$ cat src/rtl/mem_access_bridge_pkg.sv
// Shared encodings for the memory access bridge: RV32 load/store func3 codes,
// bridge FSM states, byte-enable masks and the access legality rule.
package mem_access_bridge_pkg;

  localparam logic [2:0] F3_LB  = 3'b000;
  localparam logic [2:0] F3_LH  = 3'b001;
  localparam logic [2:0] F3_LW  = 3'b010;
  localparam logic [2:0] F3_LBU = 3'b100;
  localparam logic [2:0] F3_LHU = 3'b101;
  localparam logic [2:0] F3_SB  = 3'b000;
  localparam logic [2:0] F3_SH  = 3'b001;
  localparam logic [2:0] F3_SW  = 3'b010;

  localparam logic [3:0] BE_NONE = 4'b0000;
  localparam logic [3:0] BE_BYTE = 4'b0001;
  localparam logic [3:0] BE_HALF = 4'b0011;
  localparam logic [3:0] BE_WORD = 4'b1111;

  typedef enum logic [1:0] {
    ST_IDLE = 2'b00,
    ST_BUSY = 2'b01,
    ST_DONE = 2'b10
  } state_e;

  // Unsigned loads exist only on the load side; half/word need natural alignment.
  function automatic logic access_ok(input logic we, input logic [2:0] func3,
                                     input logic [1:0] off);
    logic ok;
    case (func3)
      F3_LB:   ok = 1'b1;
      F3_LH:   ok = ~off[0];
      F3_LW:   ok = (off == 2'b00);
      F3_LBU:  ok = ~we;
      F3_LHU:  ok = ~we & ~off[0];
      default: ok = 1'b0;
    endcase
    return ok;
  endfunction

endpackage

$ cat src/rtl/mem_access_bridge_if.sv
// External memory bus of the bridge: req/ack handshake with word address,
// lane-shifted write data, byte enables and read data.
interface mem_access_bridge_if #(
  parameter int ADDR_W = 32,
  parameter int DATA_W = 32
);
  logic              bus_req;
  logic              bus_we;
  logic [ADDR_W-1:0] bus_addr;
  logic [DATA_W-1:0] bus_wdata;
  logic [3:0]        bus_be;
  logic              bus_ack;
  logic [DATA_W-1:0] bus_rdata;

  modport master (
    output bus_req, bus_we, bus_addr, bus_wdata, bus_be,
    input  bus_ack, bus_rdata
  );

  modport slave (
    input  bus_req, bus_we, bus_addr, bus_wdata, bus_be,
    output bus_ack, bus_rdata
  );
endinterface

$ cat src/rtl/mem_access_bridge_load_extender.sv
// Selects the addressed byte/halfword of a bus read word and sign- or
// zero-extends it according to the RV32 load func3.
module mem_access_bridge_load_extender
  import mem_access_bridge_pkg::*;
(
  input  logic [2:0]  func3_i,
  input  logic [1:0]  offset_i,
  input  logic [31:0] word_i,
  output logic [31:0] data_o
);

  logic [7:0]  byte_s;
  logic [15:0] half_s;

  // Lane select by byte offset, then width/sign extension.
  always_comb begin
    case (offset_i)
      2'b00:   byte_s = word_i[7:0];
      2'b01:   byte_s = word_i[15:8];
      2'b10:   byte_s = word_i[23:16];
      2'b11:   byte_s = word_i[31:24];
      default: byte_s = 8'h00;
    endcase
    if (offset_i[1]) begin
      half_s = word_i[31:16];
    end else begin
      half_s = word_i[15:0];
    end
    case (func3_i)
      F3_LB:   data_o = {{24{byte_s[7]}}, byte_s};
      F3_LH:   data_o = {{16{half_s[15]}}, half_s};
      F3_LW:   data_o = word_i;
      F3_LBU:  data_o = {24'h000000, byte_s};
      F3_LHU:  data_o = {16'h0000, half_s};
      default: data_o = 32'h00000000;
    endcase
  end

endmodule

$ cat src/rtl/mem_access_bridge.sv
// Turns single-request core loads/stores into req/ack bus transactions, stalling
// the core until done. Define MEM_TIMEOUT_EN to abort BUSY after TIMEOUT cycles.
module mem_access_bridge
  import mem_access_bridge_pkg::*;
#(
  parameter int ADDR_W  = 32,
  parameter int DATA_W  = 32,
  parameter int TIMEOUT = 255
) (
  input  logic              clk,
  input  logic              rst,
  input  logic              core_req_i,
  input  logic              core_we_i,
  input  logic [2:0]        core_func3_i,
  input  logic [ADDR_W-1:0] core_addr_i,
  input  logic [DATA_W-1:0] core_wdata_i,
  output logic [DATA_W-1:0] core_rdata_o,
  output logic              core_stall_o,
  output logic              core_err_o,
  mem_access_bridge_if.master bus
);

  state_e            state_q;
  logic [2:0]        func3_q;
  logic [1:0]        off_q;
  logic              we_q;
  logic [DATA_W-1:0] rdata_q;
  logic              err_q;
  logic              bus_req_q;
  logic              bus_we_q;
  logic [ADDR_W-1:0] bus_addr_q;
  logic [DATA_W-1:0] bus_wdata_q;
  logic [3:0]        bus_be_q;

  logic [1:0]        off_s;
  logic              legal_s;
  logic [3:0]        be_s;
  logic [DATA_W-1:0] wdata_s;
  logic [31:0]       ext_s;
  logic              stall_s;

`ifdef MEM_TIMEOUT_EN
  localparam int CNT_W = $clog2(TIMEOUT + 1);
  logic [CNT_W-1:0] cnt_q;
`else
  logic timeout_unused_s;
  assign timeout_unused_s = (TIMEOUT != 0);
`endif

  assign off_s   = core_addr_i[1:0];
  assign legal_s = access_ok(core_we_i, core_func3_i, off_s);

  // Byte enables and lane replication so any enabled lane carries the store data.
  always_comb begin
    case (core_func3_i[1:0])
      2'b00: begin
        be_s    = BE_BYTE << off_s;
        wdata_s = {4{core_wdata_i[7:0]}};
      end
      2'b01: begin
        be_s    = BE_HALF << off_s;
        wdata_s = {2{core_wdata_i[15:0]}};
      end
      2'b10: begin
        be_s    = BE_WORD;
        wdata_s = core_wdata_i;
      end
      default: begin
        be_s    = BE_NONE;
        wdata_s = {DATA_W{1'b0}};
      end
    endcase
  end

  mem_access_bridge_load_extender u_load_extender (
    .func3_i  (func3_q),
    .offset_i (off_q),
    .word_i   (bus.bus_rdata),
    .data_o   (ext_s)
  );

  // Stall follows the request in IDLE so the controller freezes in the request cycle.
  always_comb begin
    case (state_q)
      ST_IDLE: stall_s = core_req_i;
      ST_BUSY: stall_s = 1'b1;
      default: stall_s = 1'b0;
    endcase
  end

  // Bridge FSM with all bus and core results held in registers.
  always_ff @(posedge clk) begin
    if (rst) begin
      state_q     <= ST_IDLE;
      func3_q     <= 3'b000;
      off_q       <= 2'b00;
      we_q        <= 1'b0;
      rdata_q     <= {DATA_W{1'b0}};
      err_q       <= 1'b0;
      bus_req_q   <= 1'b0;
      bus_we_q    <= 1'b0;
      bus_addr_q  <= {ADDR_W{1'b0}};
      bus_wdata_q <= {DATA_W{1'b0}};
      bus_be_q    <= 4'b0000;
`ifdef MEM_TIMEOUT_EN
      cnt_q       <= {CNT_W{1'b0}};
`endif
    end else begin
      case (state_q)
        ST_IDLE: begin
          if (core_req_i) begin
            func3_q <= core_func3_i;
            off_q   <= off_s;
            we_q    <= core_we_i;
            if (legal_s) begin
              state_q     <= ST_BUSY;
              bus_req_q   <= 1'b1;
              bus_we_q    <= core_we_i;
              bus_addr_q  <= {core_addr_i[ADDR_W-1:2], 2'b00};
              bus_wdata_q <= wdata_s;
              bus_be_q    <= be_s;
`ifdef MEM_TIMEOUT_EN
              cnt_q       <= {CNT_W{1'b0}};
`endif
            end else begin
              state_q <= ST_DONE;
              err_q   <= 1'b1;
              rdata_q <= {DATA_W{1'b0}};
            end
          end else begin
            state_q <= ST_IDLE;
          end
        end
        ST_BUSY: begin
          if (bus.bus_ack) begin
            state_q   <= ST_DONE;
            bus_req_q <= 1'b0;
            err_q     <= 1'b0;
            if (we_q) begin
              rdata_q <= {DATA_W{1'b0}};
            end else begin
              rdata_q <= ext_s;
            end
          end
`ifdef MEM_TIMEOUT_EN
          // An ack in the limit cycle is taken above, so it completes normally.
          else if (cnt_q == CNT_W'(TIMEOUT - 1)) begin
            state_q   <= ST_DONE;
            bus_req_q <= 1'b0;
            err_q     <= 1'b1;
            rdata_q   <= {DATA_W{1'b0}};
          end else begin
            cnt_q <= cnt_q + {{(CNT_W-1){1'b0}}, 1'b1};
          end
`else
          else begin
            state_q <= ST_BUSY;
          end
`endif
        end
        ST_DONE: begin
          state_q <= ST_IDLE;
        end
        default: begin
          state_q   <= ST_IDLE;
          bus_req_q <= 1'b0;
        end
      endcase
    end
  end

  assign core_stall_o  = stall_s;
  assign core_rdata_o  = rdata_q;
  assign core_err_o    = err_q;
  assign bus.bus_req   = bus_req_q;
  assign bus.bus_we    = bus_we_q;
  assign bus.bus_addr  = bus_addr_q;
  assign bus.bus_wdata = bus_wdata_q;
  assign bus.bus_be    = bus_be_q;

endmodule

$ cat src/flat_wrapper.sv
// flat-port wrapper written by rule: the top's interface ports become plain ports
module mem_access_bridge_flat import mem_access_bridge_pkg::*;
#(
  parameter int ADDR_W  = 32,
  parameter int DATA_W  = 32,
  parameter int TIMEOUT = 255
)
  (clk, rst, core_req_i, core_we_i, core_func3_i, core_addr_i, core_wdata_i, core_rdata_o, core_stall_o, core_err_o, bus_bus_req, bus_bus_we, bus_bus_addr, bus_bus_wdata, bus_bus_be, bus_bus_ack, bus_bus_rdata);
  mem_access_bridge_if #(.ADDR_W(ADDR_W), .DATA_W(DATA_W)) bus_i ();
  input  logic clk;
  input  logic rst;
  input  logic core_req_i;
  input  logic core_we_i;
  input  logic [2:0] core_func3_i;
  input  logic [ADDR_W-1:0] core_addr_i;
  input  logic [DATA_W-1:0] core_wdata_i;
  output logic [DATA_W-1:0] core_rdata_o;
  output logic core_stall_o;
  output logic core_err_o;
  output wire logic [$bits(bus_i.bus_req)-1:0] bus_bus_req;
  output wire logic [$bits(bus_i.bus_we)-1:0] bus_bus_we;
  output wire logic [$bits(bus_i.bus_addr)-1:0] bus_bus_addr;
  output wire logic [$bits(bus_i.bus_wdata)-1:0] bus_bus_wdata;
  output wire logic [$bits(bus_i.bus_be)-1:0] bus_bus_be;
  input wire logic [$bits(bus_i.bus_ack)-1:0] bus_bus_ack;
  input wire logic [$bits(bus_i.bus_rdata)-1:0] bus_bus_rdata;
  assign bus_bus_req = bus_i.bus_req;
  assign bus_bus_we = bus_i.bus_we;
  assign bus_bus_addr = bus_i.bus_addr;
  assign bus_bus_wdata = bus_i.bus_wdata;
  assign bus_bus_be = bus_i.bus_be;
  assign bus_i.bus_ack = bus_bus_ack;
  assign bus_i.bus_rdata = bus_bus_rdata;
  mem_access_bridge #(.ADDR_W(ADDR_W), .DATA_W(DATA_W), .TIMEOUT(TIMEOUT)) u_core (.clk(clk), .rst(rst), .core_req_i(core_req_i), .core_we_i(core_we_i), .core_func3_i(core_func3_i), .core_addr_i(core_addr_i), .core_wdata_i(core_wdata_i), .core_rdata_o(core_rdata_o), .core_stall_o(core_stall_o), .core_err_o(core_err_o), .bus(bus_i));
endmodule
$ cat config.mk
export PLATFORM = sky130hd
export DESIGN_NAME = mem_access_bridge_flat
export DESIGN_NICKNAME = d
export VERILOG_FILES = /design/src/rtl/mem_access_bridge_pkg.sv /design/src/rtl/mem_access_bridge_if.sv /design/src/rtl/mem_access_bridge_load_extender.sv /design/src/rtl/mem_access_bridge.sv /design/src/flat_wrapper.sv
export SDC_FILE = /design/constraint.sdc
export NUM_CORES = 1
export LEC_CHECK = 0
export BUFFER_PORTS_ARGS = -buffer_cell sky130_fd_sc_hd__buf_2
export CORE_MARGIN = 2
export CORE_UTILIZATION = 35
export CTS_CLUSTER_DIAMETER = 150
export DETAILED_ROUTE_END_ITERATION = 8
export SLEW_MARGIN = 0
export SYNTH_ARGS = -nofsm -noshare
export SYNTH_HDL_FRONTEND = slang
export SYNTH_SLANG_ARGS = --single-unit
$ cat constraint.sdc
create_clock -name clk -period 2.2 [get_ports clk]
set_input_delay 0.33 -clock clk [delete_from_list [all_inputs] [get_ports clk]]
set_output_delay 0.33 -clock clk [all_outputs]
set_load 0.03 [all_outputs]
==> impl_metrics.py <==
metrics = {
    "placed_design": {
        "placed_area_um2": 6080,
        "dp_slack_ps": 187,
        "dp_cells": 909,
        "gp_congestion": 0.839,
        "port_buffers": 205,
        "post-dp-hpwl_um": 10700,
    },
    "floorplan": {
        "fp.dieW_um": 122,
        "io_pins": 208,
        "die-area_um2": 14800,
        "coreArea_um2": 13700,
        "die_h_um": 122,
        "start_util": 0.354,
        "rows": 43,
    },
    "yosys": {
        "syn_inst": 554,
        "synth_cell_types": 49,
        "synth_edf_count": 0,
        "ys_seq_area_frac": 0.449,
        "synth_area_per_cell_um2": 8.77,
        "yosysTopAreaCell": "dfxtp_1",
        "synth-seq-cells": 109,
        "yosys_warnings": 0,
        "ys_async_sr_fraction": 0,
        "synth.most_common_cell": "dfxtp_1",
        "synth_area_um2": 4860,
        "netlist_top_cells_count": "dfxtp_1, nand2_1, nor2_1",
        "synth_ff_type": "dfxtp_1",
        "synthTopCellsByArea": "dfxtp_1, nand2_1, mux2i_1, a221o_1, nor2_1",
        "synth_top_area_share": 0.449,
    },
    "worst_setup_path": {
        "cp_cell_sequence": "or2_4 > or3_4 > a211oi_4 > a221o_1",
        "crit_family": "compound AO/OA/AOI/OAI gates",
        "critPathLaunchType": "register",
        "cpMaxStageDelayCell": "a211oi_4",
        "crit_arrival_ps": 2230,
        "crit_buf_inv": 0,
        "slowest_delay_ps": 610,
        "cp-end-kind": "register",
        "crit_required_ps": 2490,
        "path_max_fanout": 16,
        "crit_type": "reg2reg",
    },
    "cells_and_area": {
        "diodes": 0,
        "drive_gt1_frac": 0.349,
        "seq_area_um2": 2180,
        "finalNonFillerCells": 925,
        "final_cell_area_um2": 6410,
        "multi_input_area_um2": 2440,
        "areaGrowthSynthToFinish_pct": 32.0,
        "nets": 844,
        "nFillCells": 1366,
    },
    "clocking": {
        "cts_max_level": 3,
        "clk-insertion-delay-late_ps": 360,
        "post_cts_buffers": 0,
        "cts_root_buf": "clkbuf_16",
        "clock_sinks": 109,
        "cts_tree": "done",
        "cts_buffers": 9,
        "cts_max_path_buffers": 2,
        "cts_resized": 0,
        "hold_buffers": 0,
        "clk_pin_slew_ps": 70,
    },
    "sta": {
        "tightest_slew_ps": 1180,
        "setup_tns_ps": 0,
        "rsz0062_at_grt": "no",
        "final-hold-violation-count": 0,
        "whs_ps": 203,
        "setup_violations": 0,
        "max_freq_ghz": 0.517,
        "min_period_ps": 1930,
        "slew_viol_final": 0,
        "skew_ps": 8.51,
        "relSlewSlack": 0.214,
        "fin_ws_ps": 267,
        "timing.final.crit_share": 0.879,
    },
    "global_routing": {
        "antenna_found_initial": 0,
        "grt_use_total": 0.200,
        "grt_overflow": 0,
        "grt_pass1_vias": 4712,
        "grt_max_degree": 75,
        "grt_pass1_wl_um": 23500,
    },
    "routing": {
        "vias_per_cell": 5.19,
        "drt_iter0_drc": 275,
        "ant_nets": 0,
        "firstDrtPassIters": 4,
        "routedWlPerCell_um": 15.8,
        "num_vias": 4797,
        "drcViolationCount": 0,
        "wirelength_um": 14600,
    },
    "power_and_ir_drop": {
        "cellPowerDensity_nw_per_um2": 745,
        "p_sw_w": 0.00134,
        "max-vdd-ir-drop_mv": 0.336,
        "leakage_nw": 2.86,
        "intPower_w": 0.00344,
        "switching_share": 0.281,
        "power_frac_seq": 0.443,
        "clkPwrFrac": 0.380,
        "comb_power_share": 0.177,
    },
    "min_path": {
        "min_path_type": "in2reg",
    },
    "flow_run": {
        "cap_violations": 0,
    },
    "status": {
        "outcome": "finished clean",
    },
}
## state kept, by name, indices dropped and copies added, names as in the netlist
name,flops
u_core.state_q,2
u_core.core_err_o,1
u_core.core_rdata_o,32
u_core.we_q,1
u_core.bus.bus_be,4
u_core.bus.bus_wdata,32
u_core.func3_q,3
u_core.bus.bus_req,1
u_core.bus.bus_addr,30
u_core.off_q,2
u_core.bus.bus_we,1
## layout by cell type (no fill, tap or decap), types with 10 or more instances in the layout
cell / n
mux2i_1: 31
a221oi_1: 10
nand3_1: 10
nor3_1: 30
a211oi_1: 17
a221o_1: 25
dfxtp_1: 109
buf_4: 17
nor2_1: 63
nand2_1: 87
a21oi_1: 45
buf_2: 205
## stage by stage
step           utilization  total power, W
2_1_floorplan            -         0.00269
3_5_place_dp         0.443         0.00301
3_3_place_gp         0.443         0.00299
6_report             0.467         0.00478
5_1_grt              0.467         0.00500
4_1_cts              0.467         0.00483
## logic make-up after synthesis
group | Yosys count | synth area share
AOI/OAI and AO/OA | 139 | 0.219
buffers and inverters | 54 | 0.0518
DFF | 109 | 0.449
muxes | 33 | 0.0685
other | 1 | 0.000772
and+or+nand+nor | 218 | 0.210
## power by group through the flow
stage / logic, W / clock network, W / registers [W]
after floorplan: 0.000386 / 0 / 0.00231
after global placement: 0.000835 / 0 / 0.00216
after detailed placement: 0.000847 / 0 / 0.00216
after CTS: 0.000849 / 0.00186 / 0.00212
after global routing: 0.000927 / 0.00194 / 0.00213
final: 0.000845 / 0.00182 / 0.00212
## worst reg2reg max path, stage by stage, from the launching register on
cell      delay [ps]
dfxtp_1          350
or2_4            290
or3_4            410
a211oi_4         610
a221o_1          210
## final timing paths
| kind | from | end | slack [ps] | cells after the start |
|---|---|---|---|---|
| setup / recovery | u_core.state_q[1] | u_core.core_rdata_o[21] | 270 | 4 |
| hold / removal | core_addr_i[20] | u_core.bus.bus_addr[20] | 200 | 3 |
| setup reg to reg | u_core.state_q[1] | u_core.core_rdata_o[21] | 270 | 4 |
| hold reg to reg | u_core.bus.bus_addr[21] | u_core.bus.bus_addr[21] | 450 | 2 |
## area by class of cell
cell class / count / share of cell area
multi-input combinational: 392 / 0.381
sequential: 109 / 0.340
timing repair buffer: 225 / 0.189
clock buffer: 12 / 0.0400
tap: 180 / 0.0351
clock inverter: 4 / 0.0121
inverter: 3 / 0.00176
## per-layer routing
layer  vias to the layer above  track usage  wire [µm]
li1                       2370            -          -
met1                      2210        0.254       6330
met2                       202        0.319       6640
met3                        15       0.0595       1350
met4                         0       0.0805        291
met5                         -            0          0
(Power assumes the default switching activity.)
